`config.mk`:
```
export PLATFORM = sky130hd
export DESIGN_NAME = paddle_pot
export DESIGN_NICKNAME = d
export VERILOG_FILES = /design/src/rtl/paddle_pot.sv
export SDC_FILE = /design/constraint.sdc
export NUM_CORES = 1
export LEC_CHECK = 0
export ABC_AREA = 1
export CAP_MARGIN = 40
export CELL_PAD_IN_SITES_DETAIL_PLACEMENT = 1
export CELL_PAD_IN_SITES_GLOBAL_PLACEMENT = 1
export CORE_MARGIN = 3
export CORE_UTILIZATION = 35
export DETAILED_ROUTE_END_ITERATION = 8
export PLACE_DENSITY_LB_ADDON = 0.1
export RECOVER_POWER = 25
export SYNTH_ARGS = -nofsm -noshare
export SYNTH_HDL_FRONTEND = slang
export SYNTH_SLANG_ARGS = --single-unit
```
`constraint.sdc`:
```
create_clock -name clk -period 2.5 [get_ports clk]
set_input_delay 0.25 -clock clk [delete_from_list [all_inputs] [get_ports clk]]
set_output_delay 0.25 -clock clk [all_outputs]
set_load 0.02 [all_outputs]
```
`src/rtl/paddle_pot.sv`:
```
// Atari 2600 paddle pot/capacitor emulation for one TIA INPTx channel.
// Converts a 7-bit paddle position into a scanline-timed charge delay after VBLANK dump release.
module paddle_pot #(
  parameter int unsigned OFFSET = 2,
  parameter int unsigned SHIFT  = 1,
  parameter bit          INVERT = 1'b0,
  parameter int unsigned CW     = 9
) (
  input  logic       clk,
  input  logic       reset_n,
  input  logic [6:0] pos,
  input  logic       dump,
  input  logic       line_tick,
  output logic       inpt,
  output logic       charging
);

  localparam int unsigned PW = 7;
  localparam int unsigned SW = 2;

  localparam logic [SW-1:0] ST_DUMPED   = 2'd0;
  localparam logic [SW-1:0] ST_CHARGING = 2'd1;
  localparam logic [SW-1:0] ST_CHARGED  = 2'd2;

  logic [SW-1:0] state_q, state_d;
  logic [CW-1:0] cnt_q, cnt_d;
  logic [CW-1:0] thr_q, thr_d;
  logic          inpt_q, inpt_d;
  logic          charging_q, charging_d;

  logic [PW-1:0] eff_pos_c;
  logic [CW-1:0] thr_new_c;
  logic          cnt_sat_c;
  logic          thr_hit_c;

  // Position direction and charge threshold for the position seen at dump release
  assign eff_pos_c = INVERT ? PW'(7'd127 - pos) : pos;
  assign thr_new_c = CW'(OFFSET) + (CW'(eff_pos_c) << SHIFT);

  assign cnt_sat_c = (cnt_q == {CW{1'b1}});
  assign thr_hit_c = (cnt_q >= thr_q);

  // Next-state: dump grounds the cap from any state and wins over tick/compare
  always_comb begin
    state_d = state_q;
    cnt_d   = cnt_q;
    thr_d   = thr_q;

    if (dump) begin
      state_d = ST_DUMPED;
      cnt_d   = '0;
    end else begin
      case (state_q)
        ST_DUMPED: begin
          state_d = ST_CHARGING;
          thr_d   = thr_new_c;
          cnt_d   = '0;
        end
        ST_CHARGING: begin
          if (thr_hit_c) begin
            state_d = ST_CHARGED;
          end else if (line_tick && !cnt_sat_c) begin
            cnt_d = cnt_q + CW'(1);
          end
        end
        ST_CHARGED: begin
          state_d = ST_CHARGED;
        end
        default: begin
          state_d = ST_DUMPED;
          cnt_d   = '0;
        end
      endcase
    end
  end

  // Outputs follow the next state so they change on the same edge as the state
  always_comb begin
    inpt_d     = (state_d == ST_CHARGED);
    charging_d = (state_d == ST_CHARGING);
  end

  always_ff @(posedge clk or negedge reset_n) begin
    if (!reset_n) begin
      state_q    <= ST_DUMPED;
      cnt_q      <= '0;
      thr_q      <= '0;
      inpt_q     <= 1'b0;
      charging_q <= 1'b0;
    end else begin
      state_q    <= state_d;
      cnt_q      <= cnt_d;
      thr_q      <= thr_d;
      inpt_q     <= inpt_d;
      charging_q <= charging_d;
    end
  end

  assign inpt     = inpt_q;
  assign charging = charging_q;

endmodule

```
### Yosys cells after proc, flatten, opt, wreduce, memory -nomap -nowiden

Index checks and enable logic that the tools add are counted.

* register bits after elaboration: 22
* bits in read-only memories: 0
* input bits: 11
* word-level logic and storage cells: 29
* output and inout port bits: 2
* bits in writable memories: 0
* memories kept: 0
* bits in latches: 0

* magnitude comparators: 1
* add/sub/neg operators: 2
* divide/modulo/power cells: 0
* multiply operators: 0
* shifts and indexed selects: 0
* eq/ne operators: 8
* reductions and logical operators: 5
* bitwise operators: 1
* mux-type cells: 7

Operators with widths (count)
* $mux W9: 3
* $pmux W9 S2: 1
* $add A2 B8 Y9 const A: 1
* $add A9 B1 Y9 const B: 1
* $eq A9 B9 Y1 const B: 1
* $ge A9 B9 Y1: 1
* $ne A3 B3 Y1 const B: 2
* $pmux W2 S3: 1
* $eq A2 B1 Y1 const B: 2
* $eq A2 B2 Y1 const B: 2
* $mux W2: 2
* $reduce_and A3 Y1: 1
* $logic_not A2 Y1: 1
* $ne A2 B2 Y1 const B: 1
* $reduce_and A2 Y1: 1
* $logic_and A1 B1 Y1: 1
* $logic_not A1 Y1: 1
* $not A1 Y1: 1

### Longest topological paths before layout

* depth after elaboration: 7
* gate-level depth with buffers: 12
* mapped depth without buffers: 12

### Worst setup path after synthesis

OpenSTA, ideal clock, no wires.

* kind: register to register
* start: reg cnt_q[0]
* end: reg cnt_q[4]
* library setup time: 0.065 ns
* arrival: 1.619 ns
* path buffers: 0
* period minus slack after synthesis: 1.684 ns
* slack: 0.816 ns
* stages on the path, launching flop included: 13
* data required time: 2.435 ns
* path through: dfrtp_1 ha_1 nand3_1 nor2_1 nand2_1 nor2_1 ha_1 nand3b_1 nand2_2 nand3_4 nand2_4 nand2_1 nand2_1

* cells in the longest elaborated chain, start to end: 5
* elaborated cells between the ends (all ways): 12
* those cells by class: add/sub: 1; order compare: 1; eq/ne: 3; mux: 4; reduce/logical: 3

Ends and longest elaborated chain
* start, declared: RTL line 26 `logic [CW-1:0] cnt_q, cnt_d;`
* start signal, assigned: RTL line 92 `cnt_q <= cnt_d;`
* $add A9 B1 Y9 or $eq A9 B9 Y1 (tied branches): RTL line 63, 40
* $mux W9 or $logic_not A1 Y1 (tied branches): RTL line 62 `end else if (line_tick && !cnt_sat_c) begin`
* $mux W9 or $logic_and A1 B1 Y1 (tied branches): RTL line 60, 62
* $pmux W9 S2 or $ne A3 B3 Y1 (tied branches)
* $mux W9 or $reduce_and A3 Y1 (tied branches)

Parallel ways exist; a longest one is shown, timed or not. The select of a mux whose other input is x is not followed.
A chain may end at the register's enable or synchronous reset.

### Final worst setup path

* start: reg cnt_q[0]
* end: reg cnt_q[3]

Same word-level chain as after synthesis.

==> flow_metrics.env <==
export IMPL_holdCritStartpoint="thr_q[8]$_DFFE_PN0P_"
export IMPL_post_dp_hpwl_um=2920
export IMPL_slew_limit_headroom=0.167
export IMPL_cts_resized=0
export IMPL_critPathMaxFanout=10
export IMPL_p_sw_uw=484
export IMPL_routed_wl_um=3720
export IMPL_grt_max_degree=22
export IMPL_internal_power_uw=702
export IMPL_die_area_um2=4790
export IMPL_cts_root_buf="clkbuf_8"
export IMPL_cts_sinks=21
export IMPL_antenna_found_initial=0
export IMPL_wl_per_cell_um=14.5
export IMPL_worst_setup_path_type="reg2reg"
export IMPL_p_comb_frac=0.402
export IMPL_fmax_mhz=488
export IMPL_synth_area_leaders="dfrtp_1 (38%), nand2_1 (14%), ha_1 (9.8%)"
export IMPL_numCtsBuffers=3
export IMPL_route_detailed_drc=0
export IMPL_multi_input_area_um2=721
export IMPL_grt_pass1_vias=1396
export IMPL_clk_path_buf_depth=2
export IMPL_io_buffer_count=12
export IMPL_firstDrtPassIters=4
export IMPL_via_per_inst=4.91
export IMPL_drive_gt1_frac=0.0766
export IMPL_switching_share=0.408
export IMPL_critPathCaptureType="flip-flop"
export IMPL_rsz0062_at_grt="no"
export IMPL_yosys_area_top_type="dfrtp_1"
export IMPL_ys_ff_latch=21
export IMPL_synthesis_area_um2=1400
export IMPL_clock_latency_ns=0.27
export IMPL_die_h_um=69.2
export IMPL_ff_latch_area_um2=526
export IMPL_pre_cts_ws_ns=0.454
export IMPL_worst_slack_ns=0.450
export IMPL_diodes=0
export IMPL_h_tree_depth=1
export IMPL_pwr_share_seq=0.398
export IMPL_cp_slowest_stage_delay_ns=0.44
export IMPL_cp_cell_sequence="ha_1 > nand3_1 > nor2_1 > nand2_1 > nor2_1 > ha_1 > nand3b_1 > nand2_2 > nand3_4 > nand2_4 > nand2_1 > nand2_1"
export IMPL_hold_depth=2
export IMPL_cpMaxStageDelayCell="dfrtp_1"
export IMPL_start_kind="flip-flop"
export IMPL_final_area_um2=1610
export IMPL_powerDensity_nw_per_um2=736
export IMPL_initial_core_util=0.371
export IMPL_clockPowerShare=0.200
export IMPL_final_antenna_net_count=0
export IMPL_drt_iter0_markers=81
export IMPL_syn2layout_area_growth_pct=15.0
export IMPL_worst_hold_path_type="reg2reg"
export IMPL_ys_top_cells_by_count="nand2_1 (54), inv_1 (32), dfrtp_1 (21), nor2_1 (21), nand3_1 (19)"
export IMPL_maxCapViolations=0
export IMPL_vdd_drop_max_v=0.000331
export IMPL_crit_top_cell="nand2_1"
export IMPL_grt_pass1_wl_um=6640
export IMPL_hold_viol=0
export IMPL_ys_seq_area_frac=0.375
export IMPL_power_leakage_nw=0.870
export IMPL_r2r_start="cnt_q[0]$_DFFE_PN0P_"
export IMPL_r2r_cells=12
export IMPL_arrival_ns=2.20
export IMPL_ios=13
export IMPL_grt_usage=0.172
export IMPL_status="completed"
export IMPL_postCtsSetupBuffers=0
export IMPL_nets=232
export IMPL_grt_overflow=0
export IMPL_ff2ff_setup_slack_ns=0.45
export IMPL_fillers=486
export IMPL_tns_ns=0
export IMPL_core_area_um2=3770
export IMPL_fin_worst_skew_ns=0.00641
export IMPL_synth_edf_count=0
export IMPL_gp_congestion=0.785
export IMPL_reg2reg_to="cnt_q[3]$_DFFE_PN0P_"
export IMPL_synth_most_common_cell="nand2_1"
export IMPL_num_vias=1261
export IMPL_synth_ff_type="dfrtp_1"
export IMPL_yosysTopAreaCellShare=0.375
export IMPL_netlist_instances=194
export IMPL_cts_tree="built"
export IMPL_yosysWarnings=0
export IMPL_tightest_slew_ns=1.25
export IMPL_synth_distinct_cells=23
export IMPL_dpl_instance_area_um2=1570
export IMPL_worstPathRequired_ns=2.65
export IMPL_min_to="thr_q[8]$_DFFE_PN0P_"
export IMPL_clkTransAtPathRegs_ns=0.09
export IMPL_setup_viol=0
export IMPL_slew_viol_final=0
export IMPL_postCtsHoldBufs=0
export IMPL_period_share=0.820
export IMPL_rows=22
export IMPL_period_needed_ns=2.05
export IMPL_chipWidth_um=69.2
export IMPL_async_flop_share=1.00
export IMPL_syn_num_nets=216
export IMPL_postSynthAreaPerCell_um2=7.22
## layout make-up
| class | count | share of cell area |
|---|---|---|
| tap | 48 | 0.0373 |
| inverter | 34 | 0.0793 |
| timing repair buffer | 14 | 0.0816 |
| multi-input combinational | 136 | 0.448 |
| sequential | 21 | 0.326 |
| clock buffer | 4 | 0.0280 |
## registers in the layout (all words and copies together) (netlist names)
signal	count
cnt_q	9
thr_q	8
state_q	2
charging	1
inpt	1
## worst max-delay path, delay by kind of cell, from the launching register on
kind          cells  cell delay [ns]
simple gates     10             1.12
fa+ha+maj         2             0.37
flops             1             0.44
## through the flow
stage               utilization  hold WS, ns  total power [mW]  std cells
floorplan                     -      -0.0456             0.805        194
global placement          0.416        0.528             0.932        253
detailed placement        0.416        0.534             0.961        253
CTS                       0.428        0.344              1.21        257
global route              0.427        0.596              1.30        257
finish                    0.427        0.553              1.19        257
## per-layer routing
metal,vias up,global-route usage,share of wire
met5,-,0,0
li1,643,-,-
met1,598,0.234,0.49
met4,0,0.0521,0.0097
met2,16,0.283,0.48
met3,4,0.0232,0.024
## cell families (layout without fill, tap and decap cells)
group,Yosys count,count (layout),synth area share
AO/OA/AOI/OAI,15,15,0.0590
XOR/XNOR,1,1,0.00626
adder cells (fa/ha/maj),11,11,0.0983
buffers and inverters,37,52,0.110
flip-flops,21,21,0.375
AND/OR/NAND/NOR,109,109,0.351
## power groups by stage
| stage | combinational [mW] | sequential (mW) | clock [mW] |
|---|---|---|---|
| floorplan | 0.332 | 0.474 | 0 |
| global placement | 0.453 | 0.479 | 0 |
| detailed placement | 0.480 | 0.481 | 0 |
| CTS | 0.484 | 0.475 | 0.246 |
| global route | 0.556 | 0.486 | 0.260 |
| finish | 0.476 | 0.472 | 0.237 |
## worst max-delay path by stage
stage                              start              endpoint  slack [ns]  cells past startpoint
floorplan           cnt_q[0]$_DFFE_PN0P_  cnt_q[4]$_DFFE_PN0P_        0.82                     12
global placement    cnt_q[0]$_DFFE_PN0P_  cnt_q[0]$_DFFE_PN0P_        0.50                     12
detailed placement  cnt_q[0]$_DFFE_PN0P_  cnt_q[0]$_DFFE_PN0P_        0.45                     12
CTS                 cnt_q[0]$_DFFE_PN0P_  cnt_q[1]$_DFFE_PN0P_        0.43                     12
global route        cnt_q[0]$_DFFE_PN0P_  cnt_q[3]$_DFFE_PN0P_        0.19                     12
finish              cnt_q[0]$_DFFE_PN0P_  cnt_q[3]$_DFFE_PN0P_        0.45                     12
## cell usage in the layout, fill, tap and decap left out, drive strengths merged
cell,instances
a21oi,2
a31o,1
buf,1
clkbuf,5
clkdlybuf4s50,11
dfrtp,21
dlygate4sd3,1
ha,11
inv,34
nand2,57
nand3,21
nand3b,1
nand4,2
nor2,24
nor4,3
o21ai,9
o22ai,3
or2,1
xor2,1
(Power assumes the default switching activity.)
